$ cat src/rtl/lap_stopwatch_pkg.sv
// Shared types and constants for the lap stopwatch core.
package stopwatch_pkg;

    // Operating modes of the stopwatch controller.
    typedef enum logic [1:0] {
        IDLE = 2'd0,
        RUN  = 2'd1,
        STOP = 2'd2,
        LAP  = 2'd3
    } sw_state_e;

    // Default input clock rate for a board running at 50 MHz.
    localparam int unsigned CLK_HZ_DEFAULT = 32'd50000000;

    // Counter width for a range of n values, never narrower than one bit.
    function automatic int unsigned width_of(input int unsigned n);
        int unsigned w;
        if (n > 32'd1) begin
            w = $clog2(n);
        end else begin
            w = 32'd1;
        end
        return w;
    endfunction

endpackage

$ cat src/rtl/lap_stopwatch_if.sv
// Button-pulse inputs and display-side outputs of the lap stopwatch.
interface lap_stopwatch_if #(
    parameter int SEC_W = 10,
    parameter int SUB_W = 4
);
    logic             start_stop;
    logic             lap;
    logic             clear;
    logic [SEC_W-1:0] seconds;
    logic [SUB_W-1:0] sub_sec;
    logic             running;
    logic             lap_active;
    logic             tick;
    logic             wrap;
    logic             overflow;

    // Pulse source (button debouncer side) and display consumer.
    modport master (
        output start_stop, lap, clear,
        input  seconds, sub_sec, running, lap_active, tick, wrap, overflow
    );

    // The stopwatch core itself.
    modport slave (
        input  start_stop, lap, clear,
        output seconds, sub_sec, running, lap_active, tick, wrap, overflow
    );
endinterface

$ cat src/rtl/lap_stopwatch_prescaler.sv
// Divides the system clock down to one sub-second strobe every DIV enabled cycles.
module tick_prescaler
    import stopwatch_pkg::*;
#(
    parameter int unsigned DIV = 10
) (
    input  logic clk,
    input  logic rst,
    input  logic en,
    input  logic sync_clr,
    output logic tick
);
    localparam int unsigned       CNT_W = width_of(DIV);
    localparam logic [CNT_W-1:0]  LAST  = CNT_W'(DIV - 32'd1);

    logic [CNT_W-1:0] cnt_q;
    logic [CNT_W-1:0] cnt_d;

    // Next prescale count; the strobe fires on the cycle the count rolls over.
    always_comb begin
        cnt_d = cnt_q;
        tick  = 1'b0;
        if (sync_clr) begin
            cnt_d = '0;
        end else if (en) begin
            if (cnt_q == LAST) begin
                cnt_d = '0;
                tick  = 1'b1;
            end else begin
                cnt_d = cnt_q + CNT_W'(1);
            end
        end else begin
            cnt_d = cnt_q;
        end
    end

    // Prescale count register; holds its partial interval while disabled.
    always_ff @(posedge clk or posedge rst) begin
        if (rst) begin
            cnt_q <= '0;
        end else begin
            cnt_q <= cnt_d;
        end
    end

endmodule

$ cat src/rtl/lap_stopwatch.sv
// Stopwatch core: start/stop, lap freeze, clear, bounded seconds with wrap detection.
module lap_stopwatch
    import stopwatch_pkg::*;
#(
    parameter int unsigned CLK_HZ  = CLK_HZ_DEFAULT,
    parameter int unsigned SUB_DIV = 10,
    parameter int unsigned SEC_MAX = 999
) (
    input  logic            clk,
    input  logic            rst,
    lap_stopwatch_if.slave  bus
);
    localparam int unsigned      DIV      = CLK_HZ / SUB_DIV;
    localparam int unsigned      SEC_W    = width_of(SEC_MAX + 32'd1);
    localparam int unsigned      SUB_W    = width_of(SUB_DIV);
    localparam logic [SEC_W-1:0] SEC_LAST = SEC_W'(SEC_MAX);
    localparam logic [SUB_W-1:0] SUB_LAST = SUB_W'(SUB_DIV - 32'd1);

    sw_state_e        state_q;
    sw_state_e        state_d;
    logic [SEC_W-1:0] sec_q;
    logic [SUB_W-1:0] sub_q;
    logic [SEC_W-1:0] lap_sec_q;
    logic [SUB_W-1:0] lap_sub_q;
    logic             tick_q;
    logic             wrap_q;
    logic             ovf_q;
    logic             running_q;
    logic             lap_active_q;

    logic             count_en_s;
    logic             pre_clr_s;
    logic             capture_s;
    logic             zero_cnt_s;
    logic             zero_lap_s;
    logic             pulse_tick_s;

    tick_prescaler #(
        .DIV (DIV)
    ) u_prescaler (
        .clk      (clk),
        .rst      (rst),
        .en       (count_en_s),
        .sync_clr (pre_clr_s),
        .tick     (pulse_tick_s)
    );

    // Next-state and control strobes; clear beats start_stop beats lap.
    always_comb begin
        state_d    = state_q;
        pre_clr_s  = 1'b0;
        capture_s  = 1'b0;
        zero_cnt_s = 1'b0;
        zero_lap_s = 1'b0;
        if (bus.clear) begin
            state_d    = IDLE;
            pre_clr_s  = 1'b1;
            zero_cnt_s = 1'b1;
            zero_lap_s = 1'b1;
        end else if (bus.start_stop) begin
            case (state_q)
                IDLE: begin
                    state_d   = RUN;
                    pre_clr_s = 1'b1;
                end
                RUN:     state_d = STOP;
                STOP:    state_d = RUN;
                LAP:     state_d = STOP;
                default: state_d = IDLE;
            endcase
        end else if (bus.lap) begin
            case (state_q)
                IDLE:    state_d = IDLE;
                RUN: begin
                    state_d   = LAP;
                    capture_s = 1'b1;
                end
                LAP:     state_d = RUN;
                STOP: begin
                    state_d    = IDLE;
                    pre_clr_s  = 1'b1;
                    zero_cnt_s = 1'b1;
                end
                default: state_d = IDLE;
            endcase
        end else begin
            state_d = state_q;
        end
    end

    // Prescaler runs only while live and no stop/clear is being accepted this edge.
    always_comb begin
        count_en_s = 1'b0;
        if (!bus.clear && !bus.start_stop && ((state_q == RUN) || (state_q == LAP))) begin
            count_en_s = 1'b1;
        end else begin
            count_en_s = 1'b0;
        end
    end

    // State register with status flags decoded from the next state.
    always_ff @(posedge clk or posedge rst) begin
        if (rst) begin
            state_q      <= IDLE;
            running_q    <= 1'b0;
            lap_active_q <= 1'b0;
        end else begin
            state_q      <= state_d;
            running_q    <= (state_d == RUN) || (state_d == LAP);
            lap_active_q <= (state_d == LAP);
        end
    end

    // Sub-second / seconds counters with wrap pulse and sticky overflow.
    always_ff @(posedge clk or posedge rst) begin
        if (rst) begin
            sec_q  <= '0;
            sub_q  <= '0;
            tick_q <= 1'b0;
            wrap_q <= 1'b0;
            ovf_q  <= 1'b0;
        end else begin
            tick_q <= pulse_tick_s;
            wrap_q <= 1'b0;
            if (zero_cnt_s) begin
                sec_q <= '0;
                sub_q <= '0;
                ovf_q <= 1'b0;
            end else if (pulse_tick_s) begin
                if (sub_q == SUB_LAST) begin
                    sub_q <= '0;
                    if (sec_q == SEC_LAST) begin
                        sec_q  <= '0;
                        wrap_q <= 1'b1;
                        ovf_q  <= 1'b1;
                    end else begin
                        sec_q <= sec_q + SEC_W'(1);
                    end
                end else begin
                    sub_q <= sub_q + SUB_W'(1);
                end
            end else begin
                sec_q <= sec_q;
                sub_q <= sub_q;
            end
        end
    end

    // Lap registers take the pre-increment count on the accepting edge.
    always_ff @(posedge clk or posedge rst) begin
        if (rst) begin
            lap_sec_q <= '0;
            lap_sub_q <= '0;
        end else if (zero_lap_s) begin
            lap_sec_q <= '0;
            lap_sub_q <= '0;
        end else if (capture_s) begin
            lap_sec_q <= sec_q;
            lap_sub_q <= sub_q;
        end else begin
            lap_sec_q <= lap_sec_q;
            lap_sub_q <= lap_sub_q;
        end
    end

    // Display mux: frozen lap value in LAP, live count otherwise.
    always_comb begin
        if (state_q == LAP) begin
            bus.seconds = lap_sec_q;
            bus.sub_sec = lap_sub_q;
        end else begin
            bus.seconds = sec_q;
            bus.sub_sec = sub_q;
        end
    end

    assign bus.running    = running_q;
    assign bus.lap_active = lap_active_q;
    assign bus.tick       = tick_q;
    assign bus.wrap       = wrap_q;
    assign bus.overflow   = ovf_q;

endmodule
$ cat src/flat_wrapper.sv
// flat-port wrapper written by rule: the top's interface ports become plain ports
module lap_stopwatch_flat import stopwatch_pkg::*;
#(
    parameter int unsigned CLK_HZ  = CLK_HZ_DEFAULT,
    parameter int unsigned SUB_DIV = 10,
    parameter int unsigned SEC_MAX = 999
)
  (clk, rst, bus_start_stop, bus_lap, bus_clear, bus_seconds, bus_sub_sec, bus_running, bus_lap_active, bus_tick, bus_wrap, bus_overflow);
  lap_stopwatch_if bus_i ();
  input  logic clk;
  input  logic rst;
  input wire logic [$bits(bus_i.start_stop)-1:0] bus_start_stop;
  input wire logic [$bits(bus_i.lap)-1:0] bus_lap;
  input wire logic [$bits(bus_i.clear)-1:0] bus_clear;
  output wire logic [$bits(bus_i.seconds)-1:0] bus_seconds;
  output wire logic [$bits(bus_i.sub_sec)-1:0] bus_sub_sec;
  output wire logic [$bits(bus_i.running)-1:0] bus_running;
  output wire logic [$bits(bus_i.lap_active)-1:0] bus_lap_active;
  output wire logic [$bits(bus_i.tick)-1:0] bus_tick;
  output wire logic [$bits(bus_i.wrap)-1:0] bus_wrap;
  output wire logic [$bits(bus_i.overflow)-1:0] bus_overflow;
  assign bus_i.start_stop = bus_start_stop;
  assign bus_i.lap = bus_lap;
  assign bus_i.clear = bus_clear;
  assign bus_seconds = bus_i.seconds;
  assign bus_sub_sec = bus_i.sub_sec;
  assign bus_running = bus_i.running;
  assign bus_lap_active = bus_i.lap_active;
  assign bus_tick = bus_i.tick;
  assign bus_wrap = bus_i.wrap;
  assign bus_overflow = bus_i.overflow;
  lap_stopwatch #(.CLK_HZ(CLK_HZ), .SUB_DIV(SUB_DIV), .SEC_MAX(SEC_MAX)) u_core (.clk(clk), .rst(rst), .bus(bus_i));
endmodule
$ cat config.mk
export PLATFORM = sky130hd
export DESIGN_NAME = lap_stopwatch_flat
export DESIGN_NICKNAME = d
export VERILOG_FILES = /design/src/rtl/lap_stopwatch_pkg.sv /design/src/rtl/lap_stopwatch_if.sv /design/src/rtl/lap_stopwatch_prescaler.sv /design/src/rtl/lap_stopwatch.sv /design/src/flat_wrapper.sv
export SDC_FILE = /design/constraint.sdc
export NUM_CORES = 1
export LEC_CHECK = 0
export ABC_AREA = 1
export BUFFER_PORTS_ARGS = -buffer_cell sky130_fd_sc_hd__buf_2
export CAP_MARGIN = 20
export CORE_ASPECT_RATIO = 1.75
export CORE_MARGIN = 1.5
export CORE_UTILIZATION = 47
export DETAILED_ROUTE_END_ITERATION = 10
export PLACE_DENSITY = 0.67
export RECOVER_POWER = 50
export SLEW_MARGIN = 25
export SYNTH_ARGS = -nofsm -noshare
export SYNTH_HDL_FRONTEND = slang
export SYNTH_SLANG_ARGS = --single-unit
$ cat constraint.sdc
create_clock -name clk -period 1.9 [get_ports clk]
set_clock_uncertainty 0.05 [all_clocks]
set_input_delay 0.475 -clock clk [delete_from_list [all_inputs] [get_ports clk]]
set_output_delay 0.475 -clock clk [all_outputs]
set_load 0.005 [all_outputs]
### Word level (Yosys, flattened, before mapping)

Index checks and enable logic that the tools add are counted.

| operators by class | value |
|---|---|
| add/subtract/negate cells | 3 |
| multiply operators | 0 |
| divide/modulo/power cells | 0 |
| $lt $le $gt $ge | 0 |
| eq/ne operators | 8 |
| shift-type cells | 0 |
| mux-type cells | 45 |
| bitwise gates (word level) | 0 |
| reductions and logical operators | 16 |

Operator list:

| cell | number |
|---|---|
| 10-bit two-way mux | 7 |
| 23-bit two-way mux | 3 |
| 1-bit two-way mux | 24 |
| 4-bit two-way mux | 6 |
| 23-bit by 1-bit adder with 23-bit output, second input constant | 1 |
| 23-bit == test, second input constant | 1 |
| 10-bit by 1-bit adder with 10-bit output, second input constant | 1 |
| 10-bit == test, second input constant | 1 |
| 2-bit nonzero test | 5 |
| 2-bit == test, second input constant | 3 |
| 2-bit two-way mux | 3 |
| 2-bit case mux with 3 select lines | 1 |
| 4-bit by 1-bit adder with 4-bit output, second input constant | 1 |
| 2-bit by 1-bit == test with 1-bit output, second input constant | 2 |
| 4-bit == test, second input constant | 1 |
| 2-bit case mux with 2 select lines | 1 |
| 2-bit OR reduction | 2 |
| 3-bit AND reduction | 1 |
| 1-bit logical AND | 2 |
| 1-bit logical NOT | 2 |
| 2-bit logical NOT | 1 |
| 1-bit logical OR | 2 |
| 2-bit AND reduction | 1 |

| storage, ports and cells | value |
|---|---|
| register bits | 58 |
| latch bits | 0 |
| memory bits (writable) | 0 |
| memory bits (read-only) | 0 |
| input port bits | 5 |
| output and inout port bits | 19 |
| word-level logic and storage cells | 83 |
| memories | 0 |

### Logic depth before layout (Yosys ltp)

| logic depth | value |
|---|---|
| word-level depth | 8 |
| gate-level depth with buffers | 10 |
| depth with buffers taken out | 10 |

### Hierarchy

A second synthesis with hierarchy kept.

| second synthesis, totals | value |
|---|---|
| cell total of the unflattened synthesis | 462 |
| area total of the unflattened synthesis | 3412.0 µm² |

By module, submodules not included:

| module | times used | cells each | area an instance (µm²) |
|---|---|---|---|
| lap_stopwatch | 1 | 238 | 1905.6 |
| tick_prescaler | 1 | 224 | 1506.4 |

### Least setup slack after synthesis

OpenSTA, ideal clock, no wires.

| timing path | value |
|---|---|
| kind | register -> output |
| start point | reg u_core.state_q[0] |
| end point | out bus_seconds[6] |
| data arrival time | 1.053 ns |
| data required time | 1.375 ns |
| path slack | 0.322 ns |
| cell stages (with the launch flop) | 5 |
| path buffers | 1 |
| cells stage by stage | dfrtp_1 -> nand2_1 -> clkbuf_1 -> nand2_1 -> o21ai_0 |

| between the ends | value |
|---|---|
| longest elaborated chain between the ends | 2 |

RTL lines:

| item | RTL line | RTL |
|---|---|---|
| start: declaration | lap_stopwatch.sv:19 | `sw_state_e state_q;` |
| start signal: assignment | lap_stopwatch.sv:108 | `state_q <= state_d;` |
| 2-bit == test | lap_stopwatch.sv:168 | `if (state_q == LAP) begin` |
| 10-bit two-way mux | lap_stopwatch.sv:168 |  |
| end: declaration | flat_wrapper.sv:15 | `output wire logic [$bits(bus_i.seconds)-1:0] bus_seconds;` |

Every way passes these cells.

### Worst setup path after layout

| timing path | value |
|---|---|
| start point | reg u_core.state_q[1] |
| end point | out bus_sub_sec[2] |

| between the ends | value |
|---|---|
| longest elaborated chain between the ends | 2 |

RTL lines:

| item | RTL line | RTL |
|---|---|---|
| 2-bit == test | lap_stopwatch.sv:168 |  |
| 4-bit two-way mux | lap_stopwatch.sv:168 |  |
| end: declaration | flat_wrapper.sv:16 | `output wire logic [$bits(bus_i.sub_sec)-1:0] bus_sub_sec;` |

Every way passes these cells.

==> results_dict.tcl <==
set metrics [dict create \
    synth_area_leader_cell "dfrtp_1" \
    fmax_ghz 0.539 \
    power.leakage_nw 2.03 \
    final_common_cell "nand2_1" \
    slew_violations 0 \
    start_util_pct 48.5 \
    synth_compound_area_share_pct 7.86 \
    ys_seq_area_share_pct 41.7 \
    relSlewSlack_pct 11.5 \
    core-area_mm2 0.00718 \
    rows 41 \
    synth_warnings 0 \
    outcome "finished clean" \
    grt_pass1_wl_mm 15.5 \
    cts_buffers 9 \
    hold_class "in -> reg" \
    path_buf_inv 2 \
    yosys_register_bits 58 \
    path_cells "nand2_4 -> buf_12 -> nand2_1 -> o21ai_2 -> buf_2" \
    critPathMaxFanout 14 \
    ctsHoldBuffers 0 \
    synth.area.mux_share_pct 0 \
    cp_top_family "flip-flops" \
    htree_num_levels 3 \
    nets 540 \
    dieWidth_um 68.1 \
    port_buffers 23 \
    syn_area_per_cell_um2 7.07 \
    synthTopCellsByArea "dfrtp_1 (42%), nand2_1 (16%), inv_1 (7.0%)" \
    diodes 0 \
    wl_mm 9.23 \
    rsz0062_at_grt "false" \
    io-pin-count 24 \
    dieArea_mm2 0.00796 \
    die_h_um 117 \
    clock_path_buffers 2 \
    grt_max_degree 59 \
    synth_area_mm2 0.00348 \
    worst_pin_slew_ns 1.33 \
    clkTransAtPathRegs_ns 0.05 \
    synth_top_area_share_pct 41.7 \
    clkLatencyLatePin_ns 0.34 \
    cts_sinks 58 \
    grt-ovfl-total 0 \
    cap_violations 0 \
    antenna_found_initial 0 \
    required_ns 1.37 \
    area_delta_synth_final_pct 17.3 \
    criticalPathCategory "reg -> out" \
    synth_fa_ha_area_share_pct 1.44 \
    cpPeakStageDelay_ns 0.41 \
    syn_nets 502 \
    fill_cells 714 \
    arrival_ns 1.33 \
    finalCriticalPeriod_ns 1.86 \
    routed_wire_length_per_instance_um 14.8 \
    final-hold-violation-count 0 \
    finalSetupViolCount 0 \
    via_per_inst 5.40 \
    cts-root-buf "clkbuf_16" \
    gp_congestion 0.947 \
    setup_tns_ns 0 \
    first_iter_violations 261 \
    final_util_pct 56.9 \
    end_kind "primary output" \
    vias 3356 \
    synth_cell_types 32 \
    synth_top_family_by_area "simple AND/OR/NAND/NOR gates" \
    drive_above_1_share_pct 14.2 \
    synth-simple-area-share_pct 37.1 \
    ir_drop_mv 0.646 \
    p_per_area_mw_per_mm2 792 \
    cp_slowest_cell "dfrtp_1" \
    cts_tree "yes" \
    drcViolationCount 0 \
    hpwl_mm 6.61 \
    detail-route-antenna-nets 0 \
    period_share_pct 97.6 \
    synth_xor_area_share_pct 2.76 \
    grt_pass1_vias 3400 \
    track_usage_pct 26.6 \
    layout_common_cells "nand2_1 (144), inv_1 (64), nor2_1 (63)" \
    cp-start-kind "flop" \
    firstDrtPassIters 5 \
    synth_cells 493 \
]
cells by family (layout without fill, tap and decap cells):
kind of cell | Yosys count | after routing
xor gates and xnor gates | 11 | 11
and+or+nand+nor | 289 | 289
AOI/OAI and AO/OA | 49 | 49
buffers and inverters | 82 | 125
adders and majority gates | 4 | 4
DFF | 58 | 58
path summary, 6_finish.rpt:
kind / start / to / slack (ns) / cells past startpoint
worst max register to register: u_core.u_prescaler.cnt_q[20] / u_core.u_prescaler.cnt_q[3] / 0.14 / 8
worst min register to register: u_core.bus.overflow / u_core.bus.overflow / 0.46 / 2
worst max-delay path: u_core.state_q[1] / bus_sub_sec[2] / 0.04 / 5
min in group asynchronous: rst / u_core.u_prescaler.cnt_q[8] / 0.54 / 3
worst min-delay path: bus_clear / u_core.state_q[1] / 0.27 / 2
max in group asynchronous: rst / u_core.state_q[0] / 0.37 / 3
per-stage QoR:
step	area [um2]	std cells	hold WS, ns	setup slack [ns]	power, mW
final	4090	622	0.268	0.0449	3.24
after global routing	4090	622	0.272	0.00313	3.38
after CTS	4110	622	0.177	0.0108	3.27
after detailed placement	3770	603	0.445	0.130	1.71
after global placement	3770	603	0.426	0.144	1.71
after floorplan	3490	493	0.424	0.322	1.56
synth_stat cells (all sizes together):
cell      n
a21oi     6
and2      1
and3      1
buf       5
clkbuf    5
dfrtp    58
ha        4
inv      72
nand2   149
nand3    41
nand3b    4
nand4    14
nor2     70
nor3      8
nor4      1
o21ai    31
o21bai    1
o22ai    10
o31ai     1
xor2     11
registers in the layout, indices dropped and copies added, names as in the netlist:
register                  cells
u_core.bus.tick               1
u_core.state_q                2
u_core.lap_sec_q             10
u_core.bus.running            1
u_core.bus.lap_active         1
u_core.bus.wrap               1
u_core.bus.overflow           1
u_core.sub_q                  4
u_core.u_prescaler.cnt_q     23
u_core.lap_sub_q              4
u_core.sec_q                 10
worst reg2reg max path: cells and delay by family (launching register included):
family / cells / cell delay [ns]
buffers and inverters: 1 / 0.17
flip-flops: 1 / 0.43
AND/OR/NAND/NOR: 7 / 0.99
area by class of cell:
class	instances	area, um2	area share [%]
Multi-Input combinational cell	353	1730	42.2
Sequential cell	58	1450	35.5
Clock buffer	14	274	6.71
Inverter	72	274	6.71
Timing Repair Buffer	37	243	5.94
Tap cell	86	108	2.63
Clock inverter	2	10.0	0.245
what timing repair did:
| action | in CTS | in global routing |
|---|---|---|
| endpoints found under the hold margin | 0 | 0 |
| gates resized for setup | 7 | 2 |
| setup endpoints to repair | 14 | 4 |
| gates cloned | 1 | 0 |
| buffers inserted | 2 | 0 |
| pin swaps | 0 | 1 |
report_power, final:
part,internal (mW),switching [mW],total (mW),leakage (nW)
sequential,1.28,0.0298,1.31,0.801
combinational,0.132,0.259,0.391,1.09
clock,0.983,0.554,1.54,0.143
per-layer routing:
layer | vias up | global-route usage [%] | share of wire [%]
li1 | 1642 | - | -
met1 | 1601 | 26.6 | 37
met2 | 77 | 47.6 | 56
met3 | 36 | 5.45 | 2.8
met4 | 0 | 18.0 | 4.8
met5 | - | 0 | 0
Power figures use the tool's default switching activity.
